--- config.mk ---
export PLATFORM = sky130hd
export DESIGN_NAME = fetch_unit
export DESIGN_NICKNAME = d
export VERILOG_FILES = /design/src/rtl/fetch_unit_pkg.sv /design/src/rtl/fetch_queue.sv /design/src/rtl/fetch_unit.sv
export SDC_FILE = /design/constraint.sdc
export NUM_CORES = 1
export LEC_CHECK = 0
export CAP_MARGIN = 15
export CORE_ASPECT_RATIO = 0.9
export CORE_MARGIN = 1
export CORE_UTILIZATION = 35
export CTS_BUF_LIST = sky130_fd_sc_hd__clkbuf_8
export CTS_CLUSTER_SIZE = 12
export DETAILED_ROUTE_END_ITERATION = 8
export GPL_ROUTABILITY_DRIVEN = 1
export SYNTH_ARGS = -nofsm -noshare
export SYNTH_HDL_FRONTEND = slang
export SYNTH_HIERARCHICAL = 1
export SYNTH_SLANG_ARGS = --single-unit
--- constraint.sdc ---
create_clock -name clk -period 5.29 [get_ports clk]
set_input_delay 1.058 -clock clk [delete_from_list [all_inputs] [get_ports clk]]
set_output_delay 1.058 -clock clk [all_outputs]
set_load 0.02 [all_outputs]
--- src/rtl/fetch_unit_pkg.sv ---
// Shared types and constants for the LEGv8 instruction fetch stage.
package fetch_unit_pkg;

    // Datapath widths.
    localparam int INSTSIZE    = 32;
    localparam int REGDATASIZE = 64;

    // Fetch queue depth and the sequential PC step.
    localparam int                     FQ_DEPTH = 2;
    localparam logic [REGDATASIZE-1:0] PC_INC   = 64'd4;

    localparam int FQ_PTR_W = (FQ_DEPTH > 1) ? $clog2(FQ_DEPTH) : 1;
    localparam int FQ_OCC_W = $clog2(FQ_DEPTH + 1);

    typedef logic [REGDATASIZE-1:0] addr_t;
    typedef logic [INSTSIZE-1:0]    inst_t;
    typedef logic [FQ_PTR_W-1:0]    fq_ptr_t;
    typedef logic [FQ_OCC_W-1:0]    fq_occ_t;

    // One buffered instruction together with the address it was fetched from.
    typedef struct packed {
        inst_t inst;
        addr_t pc;
    } fq_entry_t;

    // Instructions are word aligned; redirect targets drop their low two bits.
    function automatic addr_t align_pc(input addr_t a);
        return {a[REGDATASIZE-1:2], 2'b00};
    endfunction

    // Sequential successor; wraps modulo 2^64.
    function automatic addr_t next_pc(input addr_t a);
        return a + PC_INC;
    endfunction

    // Circular pointer advance for the fetch queue.
    function automatic fq_ptr_t fq_bump(input fq_ptr_t p);
        return (p == fq_ptr_t'(FQ_DEPTH - 1)) ? '0 : p + fq_ptr_t'(1);
    endfunction

endpackage

--- src/rtl/fetch_queue.sv ---
// Small FIFO holding fetched {inst, pc} pairs until decode accepts them.
// Enqueue and dequeue in the same cycle are both honoured. Flush empties the
// queue without touching storage; reset also zeroes storage so the head reads
// as zero out of reset.
module fetch_queue
    import fetch_unit_pkg::*;
(
    input  logic      clk,
    input  logic      rst,
    input  logic      enq,
    input  fq_entry_t enq_data,
    input  logic      deq,
    input  logic      flush,
    output fq_occ_t   occ,
    output fq_entry_t head
);

    fq_entry_t [FQ_DEPTH-1:0] mem;
    fq_ptr_t                  rd_ptr;
    fq_ptr_t                  wr_ptr;
    logic                     full;
    logic                     do_enq;
    logic                     do_deq;

    assign full   = (occ == fq_occ_t'(FQ_DEPTH));
    assign do_deq = deq && (occ != '0);
    // A write into a full queue only lands if the head leaves in the same cycle.
    assign do_enq = enq && (!full || do_deq);
    assign head   = mem[rd_ptr];

    // Storage, pointers and occupancy; flush empties, reset also clears storage.
    always_ff @(posedge clk) begin
        if (rst) begin
            mem    <= '0;
            rd_ptr <= '0;
            wr_ptr <= '0;
            occ    <= '0;
        end else if (flush) begin
            rd_ptr <= '0;
            wr_ptr <= '0;
            occ    <= '0;
        end else begin
            if (do_enq) begin
                mem[wr_ptr] <= enq_data;
                wr_ptr      <= fq_bump(wr_ptr);
            end
            if (do_deq) begin
                rd_ptr <= fq_bump(rd_ptr);
            end
            occ <= occ + fq_occ_t'(do_enq) - fq_occ_t'(do_deq);
        end
    end

endmodule

--- src/rtl/fetch_unit.sv ---
// Instruction fetch: owns the PC, issues word reads to a 1-cycle instruction
// memory, and hands {inst, pc} to decode over valid/ready. A redirect from
// execute reloads the PC and discards everything younger.
module fetch_unit
    import fetch_unit_pkg::*;
#(
    // Must be word aligned.
    parameter logic [REGDATASIZE-1:0] RESET_PC = '0
)
(
    input  logic                   clk,
    input  logic                   rst,
    output logic                   imem_req,
    output logic [REGDATASIZE-1:0] imem_addr,
    input  logic                   imem_valid,
    input  logic [INSTSIZE-1:0]    imem_rdata,
    input  logic                   redirect_valid,
    input  logic [REGDATASIZE-1:0] redirect_pc,
    output logic                   if_valid,
    output logic [INSTSIZE-1:0]    if_inst,
    output logic [REGDATASIZE-1:0] if_pc,
    input  logic                   id_ready
);

    addr_t     pc;
    logic      inflight;
    addr_t     inflight_pc;

    fq_occ_t   occ;
    fq_entry_t head;
    fq_entry_t enq_data;
    logic      enq;
    logic      deq;

    // Slots already spoken for once this cycle's dequeue is accounted for.
    // A request may only go out if its response is guaranteed a queue slot.
    logic [FQ_OCC_W:0] committed;

    assign deq       = if_valid && id_ready;
    assign committed = {1'b0, occ} + (FQ_OCC_W+1)'(inflight) - (FQ_OCC_W+1)'(deq);

    assign imem_addr = pc;
    assign imem_req  = !rst && !redirect_valid
                       && (committed < (FQ_OCC_W+1)'(FQ_DEPTH));

    // Decode is held off while a redirect is flushing the queue.
    assign if_valid  = !rst && !redirect_valid && (occ != '0);
    assign if_inst   = head.inst;
    assign if_pc     = head.pc;

    // Responses with nothing outstanding, or arriving under a redirect, are dropped.
    assign enq           = imem_valid && inflight && !redirect_valid;
    assign enq_data.inst = imem_rdata;
    assign enq_data.pc   = inflight_pc;

    fetch_queue u_queue (
        .clk      (clk),
        .rst      (rst),
        .enq      (enq),
        .enq_data (enq_data),
        .deq      (deq),
        .flush    (redirect_valid),
        .occ      (occ),
        .head     (head)
    );

    // PC and outstanding-request tracking; redirect overrides sequential issue.
    always_ff @(posedge clk) begin
        if (rst) begin
            pc          <= RESET_PC;
            inflight    <= 1'b0;
            inflight_pc <= '0;
        end else if (redirect_valid) begin
            pc       <= align_pc(redirect_pc);
            inflight <= 1'b0;
        end else begin
            inflight <= imem_req;
            if (imem_req) begin
                pc          <= next_pc(pc);
                inflight_pc <= pc;
            end
        end
    end

endmodule

==> results, run 1 <==
- After clock tree synthesis, the clock-pin slew on the worst setup and hold paths is 60 ps.
- Setup repair after global routing left no endpoint under its margin.
- The number of global-route vias before repair is 11,990.
- TritonCTS built the clock tree.
- The final-layout fill cell count is 4,061.
- The post-synthesis cell count is roughly 1,600.
- On the critical path, the stage with the largest delay is an instance of sky130_fd_sc_hd__clkdlybuf4s50_1.
- The maximum count of clock buffers along a single path is 3.
- The overall overflow remaining after global route is 0.
- The cell area power density is 275.6 mW/mm^2.
- The placeable core region is between 0.04 and 0.05 mm^2.
- The multi-input combinational cells in the finished layout cover a total of 0.008144 mm^2.
- For this design the total switching power over the nets is 1.344 mW.
- Of the post-synthesis cell area, the part taken by muxes is 20.41%.
- Along the worst path, the maximum fanout reaches 4.
- The share of total power dissipated in the clock network is around 44%.
- The count of final hold-check violations is 0.
- Global routing consumed, over all layers together, 19.40% of the routing resources.
- Counting instances in the post-synthesis netlist gives the leading cell types as sky130_fd_sc_hd__dfxtp_1, sky130_fd_sc_hd__nand2b_1, sky130_fd_sc_hd__mux2i_1.
- The number of buffers created by CTS is 55.
- The main combinational cell family by area after synthesis is simple AND/OR/NAND/NOR gates.
- The number of maximum-capacitance violations is 0.
- The floorplan has approximately 70 rows.
- The total iterations of the first detailed-routing run is 5.
- The post-CTS setup buffer count is 0.
- The cell taking the most area after synthesis is sky130_fd_sc_hd__dfxtp_1.
- The worst-case IR drop observed on VDD is 0.1340 mV.
- In the final design database the tool counted roughly 2,000 nets.
- The signal on the critical path passes through buf_8 > inv_1 > nand2_1 > nor2_1 > and2_1 > ha_1 > nand2b_1 > fa_1 > xnor2_1 > nand3_4 > inv_2 > clkdlybuf4s50_1.
- After detailed routing, the number of vias per cell comes to between 5 and 6.
- The fraction of synthesized cell area in xor and xnor cells is under 10%.
- The minimum clock period is slightly below 5000 ps.
- The fraction of the mapped netlist area in compound gates is 7.429%.
- The initial antenna violation count is 1.
- The pin count of the biggest net entering global routing is approximately 120.
- Net switching is 25.43% of the power.
- After synthesis, the netlist uses 60 different library cells.
- The area of the mapped netlist is 0.01514 mm^2.
- The wire length of the first global-routing pass is 67,940 um.
- The total internal power is between 3 and 4 mW.
- Once detail routing completed, the nets flagged for antenna violations numbered 0.
- The H-tree generated during clock tree synthesis spans 2 levels.
- The wire length reported by the detailed router is 43,800 um.
- The number of buffers inserted by port buffering is 258.
- The area share of and/or/nand/nor cells after synthesis is 23.63%.
- The adder-cell share of the synthesized area is 0.4627%.
- The final RePlAce weighted congestion is ~0.80.
- The max-slew violation total from the final report was 0.
- The tree is rooted in a sky130_fd_sc_hd__clkbuf_8.
- The transition at the pin with the smallest max-transition slack is 1217 ps.
- A synthesized cell averages 9.284 um^2.
- The post-detailed-route DRC marker count is 0.
- The vertical extent of the die is between 150 and 200 um.
- The critical setup path kind is in -> out.
- In this run, synthesis inferred 0 flip-flops with an integrated enable.
- The hold-fix buffer count after cts is 0.
- The type of the tightest min-delay check is reg -> reg.
- The critical path's largest stage delay is 620 ps.
- The number of antenna diodes in the final layout is 0.
- Summed over all cells, the static leakage comes to 7.215 nW.
- The area enclosed by the die boundary is 0.04410 mm^2.
- The dominant cell by count in the synthesized netlist is sky130_fd_sc_hd__dfxtp_1.
- Of the cells placed in the final design, the portion with a size suffix greater than 1 is 11.71%.
- During synthesis, Yosys emitted a total of 6 warnings.
- For the final routed database, the setup TNS stands at 0 ps.
- The flow ran to the end, and the final reports show no timing, DRC or antenna violations.
- Compared with the post-synthesis result, the final layout area differs by 26.63%.
- Headroom to the max-slew limit came out at ~18%.
- In the synthesized netlist the async set-or-reset flop fraction comes to 0%.
- The placed wire-length estimate after detailed placement is 28,420 um.
- The number of setup violations in the final report is 0.
- The clock skew after layout is 22.39 ps.
- The required time reported for the critical path endpoint is around 4200 ps.
- The boundary pin count is 263.
- The kind of end point of the critical path is an output port.
- The clock drives between 300 and 400 sinks.
- For this block, the initial DRC count from the detailed router was 875.
- The part of the power in registers is between 40% and 50%.
- The worst endpoint data arrival time is between 3000 and 4000 ps.
- The sequential cells in the finished layout cover a total of 0.006430 mm^2.
- Of the post-synthesis cell area, the dominant cell type holds between 40% and 50%.
- The starting density of the core is about 36%.
- The part of the Yosys area used for sequential elements is 42.44%.
- After synthesis the netlist holds a flip-flop and latch count of 321.
- Of the total power, combinational logic draws 8.4%.
- Timing would allow up to 206.0 MHz.
- Sorting the synthesized cells by area gives the leading types as sky130_fd_sc_hd__dfxtp_1, sky130_fd_sc_hd__mux2i_1, sky130_fd_sc_hd__nand2b_1.
- The worst path uses 91.75% of the clock period.
- The final routed wire length divided by cell count is 18.00 um.
- From left edge to right edge, the die measures 221.3 um.
- The via count of the routed design is 12,310.
- The sum of internal, switching and leakage power is 5.284 mW.
- The clock latency on the worst-skew pair is between 600 and 700 ps.
- The number of gates given a new drive strength after cts is 0.
- The nature of the critical path startpoint is an input port.
- For this run, the leading register cell type out of synthesis is sky130_fd_sc_hd__dfxtp_1.
## sequential cells by signal (all words and copies together) (netlist names)
register	flops
imem_addr	62
inflight	1
inflight_pc	62
u_queue/mem	192
u_queue/occ	2
u_queue/rd_ptr	1
u_queue/wr_ptr	1
## path summary, 6_finish.rpt
kind	startpoint	to	slack (ps)	depth (start not counted)
setup / recovery	rst	imem_req	440	12
hold / removal	inflight_pc[40]	inflight_pc[40]	450	2
hold reg to reg	inflight_pc[40]	inflight_pc[40]	450	2
setup reg to reg	u_queue/occ[1]	imem_addr[33]	1480	12
## cells by family (layout without fill, tap and decap cells)
logic type                 count (synthesis)  after routing
buffers and inverters                    133            386
AOI/OAI and AO/OA                        192            192
muxes                                    296            296
other                                      1              4
xor gates and xnor gates                  27             27
adders and majority gates                  5              5
and+or+nand+nor                          656            656
DFF                                      321            321
## cells in the final DEF (no fill, tap or decap), types with 17 or more instances in the layout
| master | netlist | final |
|---|---|---|
| sky130_fd_sc_hd__nand2b_1 | 291 | 291 |
| sky130_fd_sc_hd__mux2_2 | 102 | 102 |
| sky130_fd_sc_hd__nand2_1 | 182 | 182 |
| sky130_fd_sc_hd__mux2i_1 | 194 | 194 |
| sky130_fd_sc_hd__nor2_1 | 39 | 39 |
| sky130_fd_sc_hd__dfxtp_1 | 321 | 320 |
| sky130_fd_sc_hd__clkdlybuf4s50_1 | 0 | 256 |
| sky130_fd_sc_hd__a21oi_1 | 104 | 104 |
| sky130_fd_sc_hd__and3_1 | 21 | 21 |
| sky130_fd_sc_hd__o21ai_0 | 17 | 17 |
| sky130_fd_sc_hd__inv_1 | 12 | 29 |
| sky130_fd_sc_hd__clkbuf_8 | 0 | 75 |
| sky130_fd_sc_hd__nand3_1 | 30 | 30 |
| sky130_fd_sc_hd__nor3_1 | 17 | 17 |
| sky130_fd_sc_hd__nand4_1 | 20 | 20 |
## worst max-delay path, delay by kind of cell
family / cells / cell delay, ps
AND/OR/NAND/NOR: 5 / 860
adder cells (fa/ha/maj): 2 / 620
buffers and inverters: 4 / 910
XOR/XNOR: 1 / 350
## metrics by stage
step                      utilization, %  area [um^2]  worst slack [ps]  hold WS, ps  std cells
final                              45.44        19170             436.7        453.4       2434
after global routing               45.44        19170             230.5        470.7       2434
after CTS                          45.44        19170             422.6        455.1       2434
after detailed placement           42.75        18040             439.8        447.4       2335
after global placement             42.75        18040             454.2        442.8       2335
after floorplan                        -        15150             45.11        436.8       1634
## power by group through the flow
stage | registers, mW | clock network [mW] | logic, mW
2_1_floorplan | 2.60 | 0 | 0.213
3_3_place_gp | 2.59 | 0 | 0.442
3_5_place_dp | 2.59 | 0 | 0.445
4_1_cts | 2.54 | 2.39 | 0.447
5_1_grt | 2.54 | 2.49 | 0.479
6_report | 2.54 | 2.30 | 0.446
## routing by layer
metal  global-route usage [%]  vias up  share of wire, %
met3                    3.691       70               5.3
met4                    7.174        2               2.7
met1                    26.73     5817                49
li1                         -     6062                 -
met5                        0        -             0.030
met2                    30.05      356                43
## layout make-up
| type | instances | share of cell area, % |
|---|---|---|
| clock buffer | 75 | 5.383 |
| clock inverter | 24 | 0.5416 |
| inverter | 12 | 0.2349 |
| multi-input combinational | 1180 | 42.47 |
| sequential | 321 | 33.53 |
| tap | 547 | 3.569 |
| timing repair buffer | 275 | 14.26 |
(Power assumes the default switching activity.)
==> run 2: changes to the inputs <==
--- a/config.mk
+++ b/config.mk
@@ -10,6 +10,7 @@
 export CORE_MARGIN = 1
 export CORE_UTILIZATION = 35
 export CTS_BUF_LIST = sky130_fd_sc_hd__clkbuf_8
+export CTS_CLUSTER_DIAMETER = 100
 export CTS_CLUSTER_SIZE = 12
 export DETAILED_ROUTE_END_ITERATION = 8
 export GPL_ROUTABILITY_DRIVEN = 1
==> constraint.sdc (replaced) <==
create_clock -name clk -period 4.6 [get_ports clk]
set_input_delay 0.92 -clock clk [delete_from_list [all_inputs] [get_ports clk]]
set_output_delay 0.92 -clock clk [all_outputs]
set_load 0.02 [all_outputs]
==> results, run 2 (same netlist as run 1, synthesis figures left out) <==
- The flow ran to the end, and the final reports show no timing, DRC or antenna violations.
- The type of the tightest min-delay check is reg -> reg.
- The count of final hold-check violations is 0 (unchanged).
- The row count is 71 (unchanged).
- The TritonCTS clock tree is done.
- The final routed wire length divided by cell count is 18.31 um (+1.7%).
- The global-route track usage on met1 was 27.30% (+0.58 points).
- The upper clock frequency limit is approximately 230 MHz.
- The wire length of the first global-routing pass is 66,850 um (-1.6%).
- The count of placed standard cells in the final layout, fillers left out came to 2,376 (-2.4%).
- The max-slew violation total from the final report is 0 (unchanged).
- The number of buffers inserted by port buffering is 258 (unchanged).
- The peak fanout along the critical path is 3 (-1).
- The boundary pin count came to 263 (unchanged).
- The final RePlAce weighted congestion was 0.8291 (+3.8%).
- The area enclosed by the die boundary is 0.04410 mm^2 (unchanged).
- The clock latency on the worst-skew pair came to 650 ps (about the same).
- The register area is 0.006430 mm^2 (unchanged).
- The placeable core region is 0.04220 mm^2 (unchanged).
- The width of the chip is 221.3 um (unchanged).
- The global router's overall resource usage is 18.98% (-0.42 points).
- The met2 layer usage reported by global route came to 29.58% (-0.47 points).
- The leakage power is 6.830 nW (-5.3%).
- The tree is rooted in a sky130_fd_sc_hd__clkbuf_8.
- The post-CTS setup buffer count is 0 (unchanged).
- The maximum ir drop on the vdd rail is 0.2093 mV (+56%).
- The clock sink total was 321 (unchanged).
- The initial antenna violation count came to 3 (+2).
- The worst slew margin relative to its limit is 14.82% (-3.4 points).
- For the finished layout, the period the worst path requires is between 4000 and 5000 ps.
- The H-tree depth was 1 (-1).
- The met3 layer usage reported by global route is 2.764% (-0.93 points).
- In the layout the commonest cells are sky130_fd_sc_hd__dfxtp_1, sky130_fd_sc_hd__nand2b_1, sky130_fd_sc_hd__clkdlybuf4s50_1.
- The clock skew after layout was 34.10 ps (+11.72 ps).
- The wire length reported by the detailed router is 43,500 um (-0.69%).
- The placed wire-length estimate after detailed placement is 28,830 um (+1.5%).
- The number of setup violations in the final report is 0 (unchanged).
- After layout, the worst path uses between 90% and 100% of the clock period.
- STA classifies the critical path endpoint as an output port.
- The busiest layer in global routing is met2.
- The final-layout fill cell count is 4,035 (-0.64%).
- The vertical extent of the die is 199.3 um (unchanged).
- The number of global-route vias before repair is 11,680 (-2.6%).
- The number of maximum-capacitance violations is 0 (unchanged).
- The pin count of the biggest net entering global routing is 311 (+160%).
- The maximum count of clock buffers along a single path is 3 (unchanged).
- The number of nets at the end of the flow is 1,931 (-1.0%).
- The placed cell count came to 2,339 (+0.17%).
- The required time reported for the critical path endpoint is 3680 ps (-550 ps).
- The initial detailed-routing violation count was 716 (-18%).
- The overall overflow remaining after global route came to 0 (unchanged).
- The number of buffers created by CTS is 30 (-45%).
- The via density per instance is 5.089 (+0.65%).
- The cell area power density is 269.4 mW/mm^2 (-2.2%).
- The number of flip-flops in the largest register is 192 (unchanged).
- The final cell utilization of the core is 43.98% (-1.5 points).
- The total iterations of the first detailed-routing run was 5 (unchanged).
- The synthesis-to-finish area growth is 22.55%.
- The post-detailed-route DRC marker count is 0 (unchanged).
- The library cell used most frequently in the layout, excluding fill and tap cells, is sky130_fd_sc_hd__dfxtp_1.
- STA classifies the critical path startpoint as an input port.
- The final antenna-violating net count is 0 (unchanged).
- The starting density of the core was 35.88% (unchanged).
- The area occupied by multi-input gates is 0.008154 mm^2 (+0.12%).
- The via count of the routed design is 12,090 (-1.7%).
- More flip-flops sit in one register than any other, and that register is u_queue/mem.
- The worst endpoint data arrival time is 3520 ps (-280 ps).
- The ratio of cells with drive above 1 in the final layout is 9.797% (-1.9 points).
- The clock transition time at the flip-flop clock pins of the worst setup and hold paths is 80 ps (+20 ps).
- The transition at the pin with the smallest max-transition slack is 1278 ps (+60.95 ps).
- The worst setup path is of the in -> out kind.
-- run 2: cell count changes in the layout (fill, tap and decap cells not counted), moves of 2 or more --
cell and change:
sky130_fd_sc_hd__clkinv_2 -4, sky130_fd_sc_hd__buf_12 +2, sky130_fd_sc_hd__diode_2 +2, sky130_fd_sc_hd__inv_1 -16, sky130_fd_sc_hd__clkbuf_8 -44, sky130_fd_sc_hd__buf_4 +2
-- run 2: timing repair --
action / in CTS / in global routing
resized for setup: 0 / 1
setup endpoints to repair: 0 / 1
hold buffers: 0 / 0
-- run 2: worst paths after layout --
path / cells after the start / to / slack, ps / from
setup reg to reg: 12 / imem_addr[33] / 900 / u_queue/occ[1]
setup / recovery: 12 / imem_req / 160 / redirect_valid
hold / removal: 2 / inflight_pc[2] / 460 / inflight_pc[2]
hold reg to reg: 2 / inflight_pc[2] / 460 / inflight_pc[2]
-- run 2: area by class of cell --
cell class,instances,share of cell area [%]
diodes,2,0.02697
clock inverters,3,0.08765
multi-input cells,1180,43.94
repair buffers,280,15.06
clock buffers,31,2.299
inverters,12,0.2427
flip-flops and latches,321,34.65
well taps,547,3.688
-- run 2: routing by layer --
| layer | up-vias | part of all wire (%) |
|---|---|---|
| met2 | 296 | 44 |
| met5 | - | 0.037 |
| met4 | 2 | 2.1 |
| li1 | 5969 | - |
| met1 | 5771 | 49 |
| met3 | 54 | 4.7 |
-- run 2: critical path, stage by stage --
cell	delay (ps)
sky130_fd_sc_hd__buf_2	110
sky130_fd_sc_hd__inv_1	70
sky130_fd_sc_hd__nand2_1	130
sky130_fd_sc_hd__nor2_2	150
sky130_fd_sc_hd__and2_1	200
sky130_fd_sc_hd__ha_1	240
sky130_fd_sc_hd__nand2b_1	150
sky130_fd_sc_hd__fa_1	410
sky130_fd_sc_hd__xnor2_2	300
sky130_fd_sc_hd__nand3_4	110
sky130_fd_sc_hd__inv_2	120
sky130_fd_sc_hd__clkdlybuf4s50_1	610
-- run 2: metrics by stage --
step	setup slack, ps	setup TNS (ps)	power [mW]	hold WS [ps]	cell area [um^2]
2_1_floorplan	58.63	0	3.234	436.8	15160
3_3_place_gp	129.1	0	3.487	443.5	18090
3_5_place_dp	120.2	0	3.492	447.8	18100
4_1_cts	102.9	0	5.084	459.9	18540
5_1_grt	-6.397	-6.397	5.223	473.3	18550
6_report	157.9	0	4.999	458.7	18560
-- run 2: where the power goes --
part           leakage [nW]  internal (mW)  total (mW)  switching [mW]
Combinational          3.99          0.257       0.517           0.260
Clock                 0.238          0.602        1.57           0.967
Sequential             2.60           2.83        2.91          0.0827
==> run 3: changes to the inputs <==
--- a/config.mk
+++ b/config.mk
@@ -14,6 +14,7 @@
 export CTS_CLUSTER_SIZE = 12
 export DETAILED_ROUTE_END_ITERATION = 8
 export GPL_ROUTABILITY_DRIVEN = 1
+export GPL_TIMING_DRIVEN = 0
 export SYNTH_ARGS = -nofsm -noshare
 export SYNTH_HDL_FRONTEND = slang
 export SYNTH_HIERARCHICAL = 1
==> results, run 3 (same netlist as run 1, synthesis figures left out) <==
- The number of inserted diodes was 0 (-2).
- The number of flip-flops in the largest register is 192 (unchanged).
- The minimum clock period is 4488 ps (+45.38 ps).
- The maximum ir drop on the vdd rail is 0.1762 mV (-16%).
- The worst-case register-to-register setup slack was 1030 ps (+130 ps).
- The clock sink total is 321 (unchanged).
- The master cell of the clock root buffer is sky130_fd_sc_hd__clkbuf_8.
- The number of buffers inserted by port buffering is 258 (unchanged).
- The transition at the pin with the smallest max-transition slack is 1138 ps (-140.0 ps).
- The wire length reported by the detailed router is 50,070 um (+15%).
- The final RePlAce weighted congestion is 0.8921 (+7.6%).
- The placed wire-length estimate after detailed placement was 36,780 um (+28%).
- The cell area power density is 266.1 mW/mm^2 (-1.2%).
- The boundary pin count is 263 (unchanged).
- Setup repair after global routing left no endpoint under its margin.
- The number of nets at the end of the flow was 2,033 (+5.3%).
- The critical setup path kind is in -> out.
- The post-detailed-route DRC marker count came to 0 (unchanged).
- The worst endpoint data arrival time is 3570 ps (+50 ps).
- STA classifies the critical path startpoint as an input port.
- The signal on the critical path passes through clkdlybuf4s15_2 > inv_2 > nand2_4 > nor2_4 > and2_4 > ha_1 > nand2b_1 > fa_2 > xnor2_2 > nand3_2 > inv_2 > buf_8 > clkbuf_16 > buf_8 > buf_4.
- The vertical extent of the die is 199.3 um (unchanged).
- The number of maximum-capacitance violations is 0 (unchanged).
- The upper clock frequency limit is 222.8 MHz (-1.0%).
- The worst hold path belongs to the class reg -> reg.
- The worst register-to-register path begins at u_queue/occ[1].
- The clock transition time at the flip-flop clock pins of the worst setup and hold paths was 80 ps (about the same).
- The pin count of the biggest net entering global routing came to 16 (-95%).
- The beginning of the worst hold path is inflight_pc[17].
- The max-slew violation total from the final report was 0 (unchanged).
- The critical path's largest stage delay came to 360 ps (-250 ps).
- The wire length of the first global-routing pass is 75,630 um (+13%).
- The instance count along the most critical hold path is 2 (unchanged).
- The placed cell area is 0.01843 mm^2 (+1.8%).
- The kind of end point of the critical path is an output port.
- The H-tree depth is 1 (unchanged).
- The worst register-to-register path ends at imem_addr[38].
- The row count was 71 (unchanged).
- The number of setup violations in the final report is 0 (unchanged).
- The cell depth of the worst flop-to-flop path was 13 (+1).
- The total iterations of the first detailed-routing run is 7 (+2).
- The maximum count of clock buffers along a single path came to 3 (unchanged).
- Relative to the synthesized area, the layout overhead comes to 25.09%.
- The initial antenna violation count is 0 (-3).
- The count of final hold-check violations is 0 (unchanged).
- The capture endpoint of the worst hold path is inflight_pc[17].
- The initial detailed-routing violation count is 911 (+27%).
- The final routed wire length divided by cell count came to 20.24 um (+11%).
- The final antenna-violating net count is 0 (unchanged).
- The via count of the routed design came to 12,820 (+6.0%).
- The placeable core region is 0.04220 mm^2 (unchanged).
- The TritonCTS clock tree is done.
- The flow ran to the end, and the final reports show no timing, DRC or antenna violations.
- The area enclosed by the die boundary is 0.04410 mm^2 (unchanged).
- The ratio of cells with drive above 1 in the final layout is 10.22% (+0.43 points).
- The most common cell after layout, fill and taps aside is sky130_fd_sc_hd__dfxtp_1.
- The total non-filler cell area in the finished layout came to 0.01894 mm^2 (+2.1%).
- The final period utilization is 97.55% (+0.99 points).
- The leakage power came to 7.007 nW (+2.6%).
- The number of global-route vias before repair is 12,710 (+8.8%).
- The number of buffers created by CTS came to 30 (unchanged).
- The global router's overall resource usage is 22.02% (+3.0 points).
- The worst slew margin relative to its limit is 23.52% (+8.7 points).
- The clock latency on the worst-skew pair is 650 ps (about the same).
- The beginning of the critical path is rst.
- The overall overflow remaining after global route is 0 (unchanged).
- The width of the chip is 221.3 um (unchanged).
- The starting density of the core came to 35.88% (unchanged).
- The required time reported for the critical path endpoint is 3680 ps (about the same).
- The via density per instance was 5.181 (+1.8%).
- The clock skew after layout is 28.32 ps (-5.787 ps).
- The final cell utilization of the core is 44.89% (+0.91 points).
- In the layout the commonest cells are sky130_fd_sc_hd__dfxtp_1, sky130_fd_sc_hd__nand2b_1, sky130_fd_sc_hd__clkdlybuf4s50_1.
- The peak fanout along the critical path is 10 (+7).
- The register ranked first by flip-flop count is u_queue/mem.
- The slowest stage of the critical path is the sky130_fd_sc_hd__fa_2 cell.
run 3: repair_timing:
action / in CTS / in global routing
setup buffers: 3 / 0
endpoints found under the setup margin: 85 / 1
pin swaps: 3 / 1
resized for setup: 27 / 6
hold buffers: 0 / 0
hold endpoints to repair: 0 / 0
run 3: per-layer routing:
| layer | GRT usage, % | share of wire, % | vias up |
|---|---|---|---|
| met2 | 35.90 | 45 | 468 |
| met1 | 30.29 | 46 | 6121 |
| met3 | 3.485 | 6.1 | 70 |
| met4 | 5.517 | 2.3 | 0 |
| met5 | 0 | 0 | - |
| li1 | - | - | 6158 |
run 3: worst max path at each step:
| stage | to | cells past startpoint |
|---|---|---|
| finish | imem_req | 15 |
| global placement | imem_req | 16 |
| floorplan | imem_req | 14 |
| CTS | imem_req | 16 |
| global route | imem_req | 16 |
| detailed placement | imem_req | 16 |
run 3: worst max-delay path: cells and delay by family:
| kind | cells | cell delay [ps] |
|---|---|---|
| xor gates and xnor gates | 1 | 220 |
| adders and majority gates | 2 | 620 |
| buffers and inverters | 7 | 1170 |
| and+or+nand+nor | 5 | 620 |
run 3: power breakdown:
group | internal (mW) | switching [mW]
combinational | 0.270 | 0.304
clock | 0.584 | 0.965
sequential | 2.83 | 0.0854
run 3: area by class of cell:
class	count	area (um^2)
multi-input combinational	1180	8143
clock inverter	2	13.76
clock buffer	30	412.9
tap	547	684.4
timing repair buffer	261	2601
buffer	121	614.3
fill	4067	23260
inverter	12	45.04
sequential	321	6426
run 3: through the flow:
step | setup TNS (ps) | hold slack (ps) | power, mW | instances | worst slack [ps]
floorplan | 0 | 436.8 | 3.234 | 1634 | 58.63
global placement | -92880 | 445.1 | 3.538 | 2439 | -2149
detailed placement | -94760 | 450.2 | 3.541 | 2439 | -2176
CTS | 0 | 462.4 | 5.092 | 2474 | 8.727
global route | 0 | 478.0 | 5.242 | 2474 | 20.42
finish | 0 | 461.8 | 5.039 | 2474 | 112.5
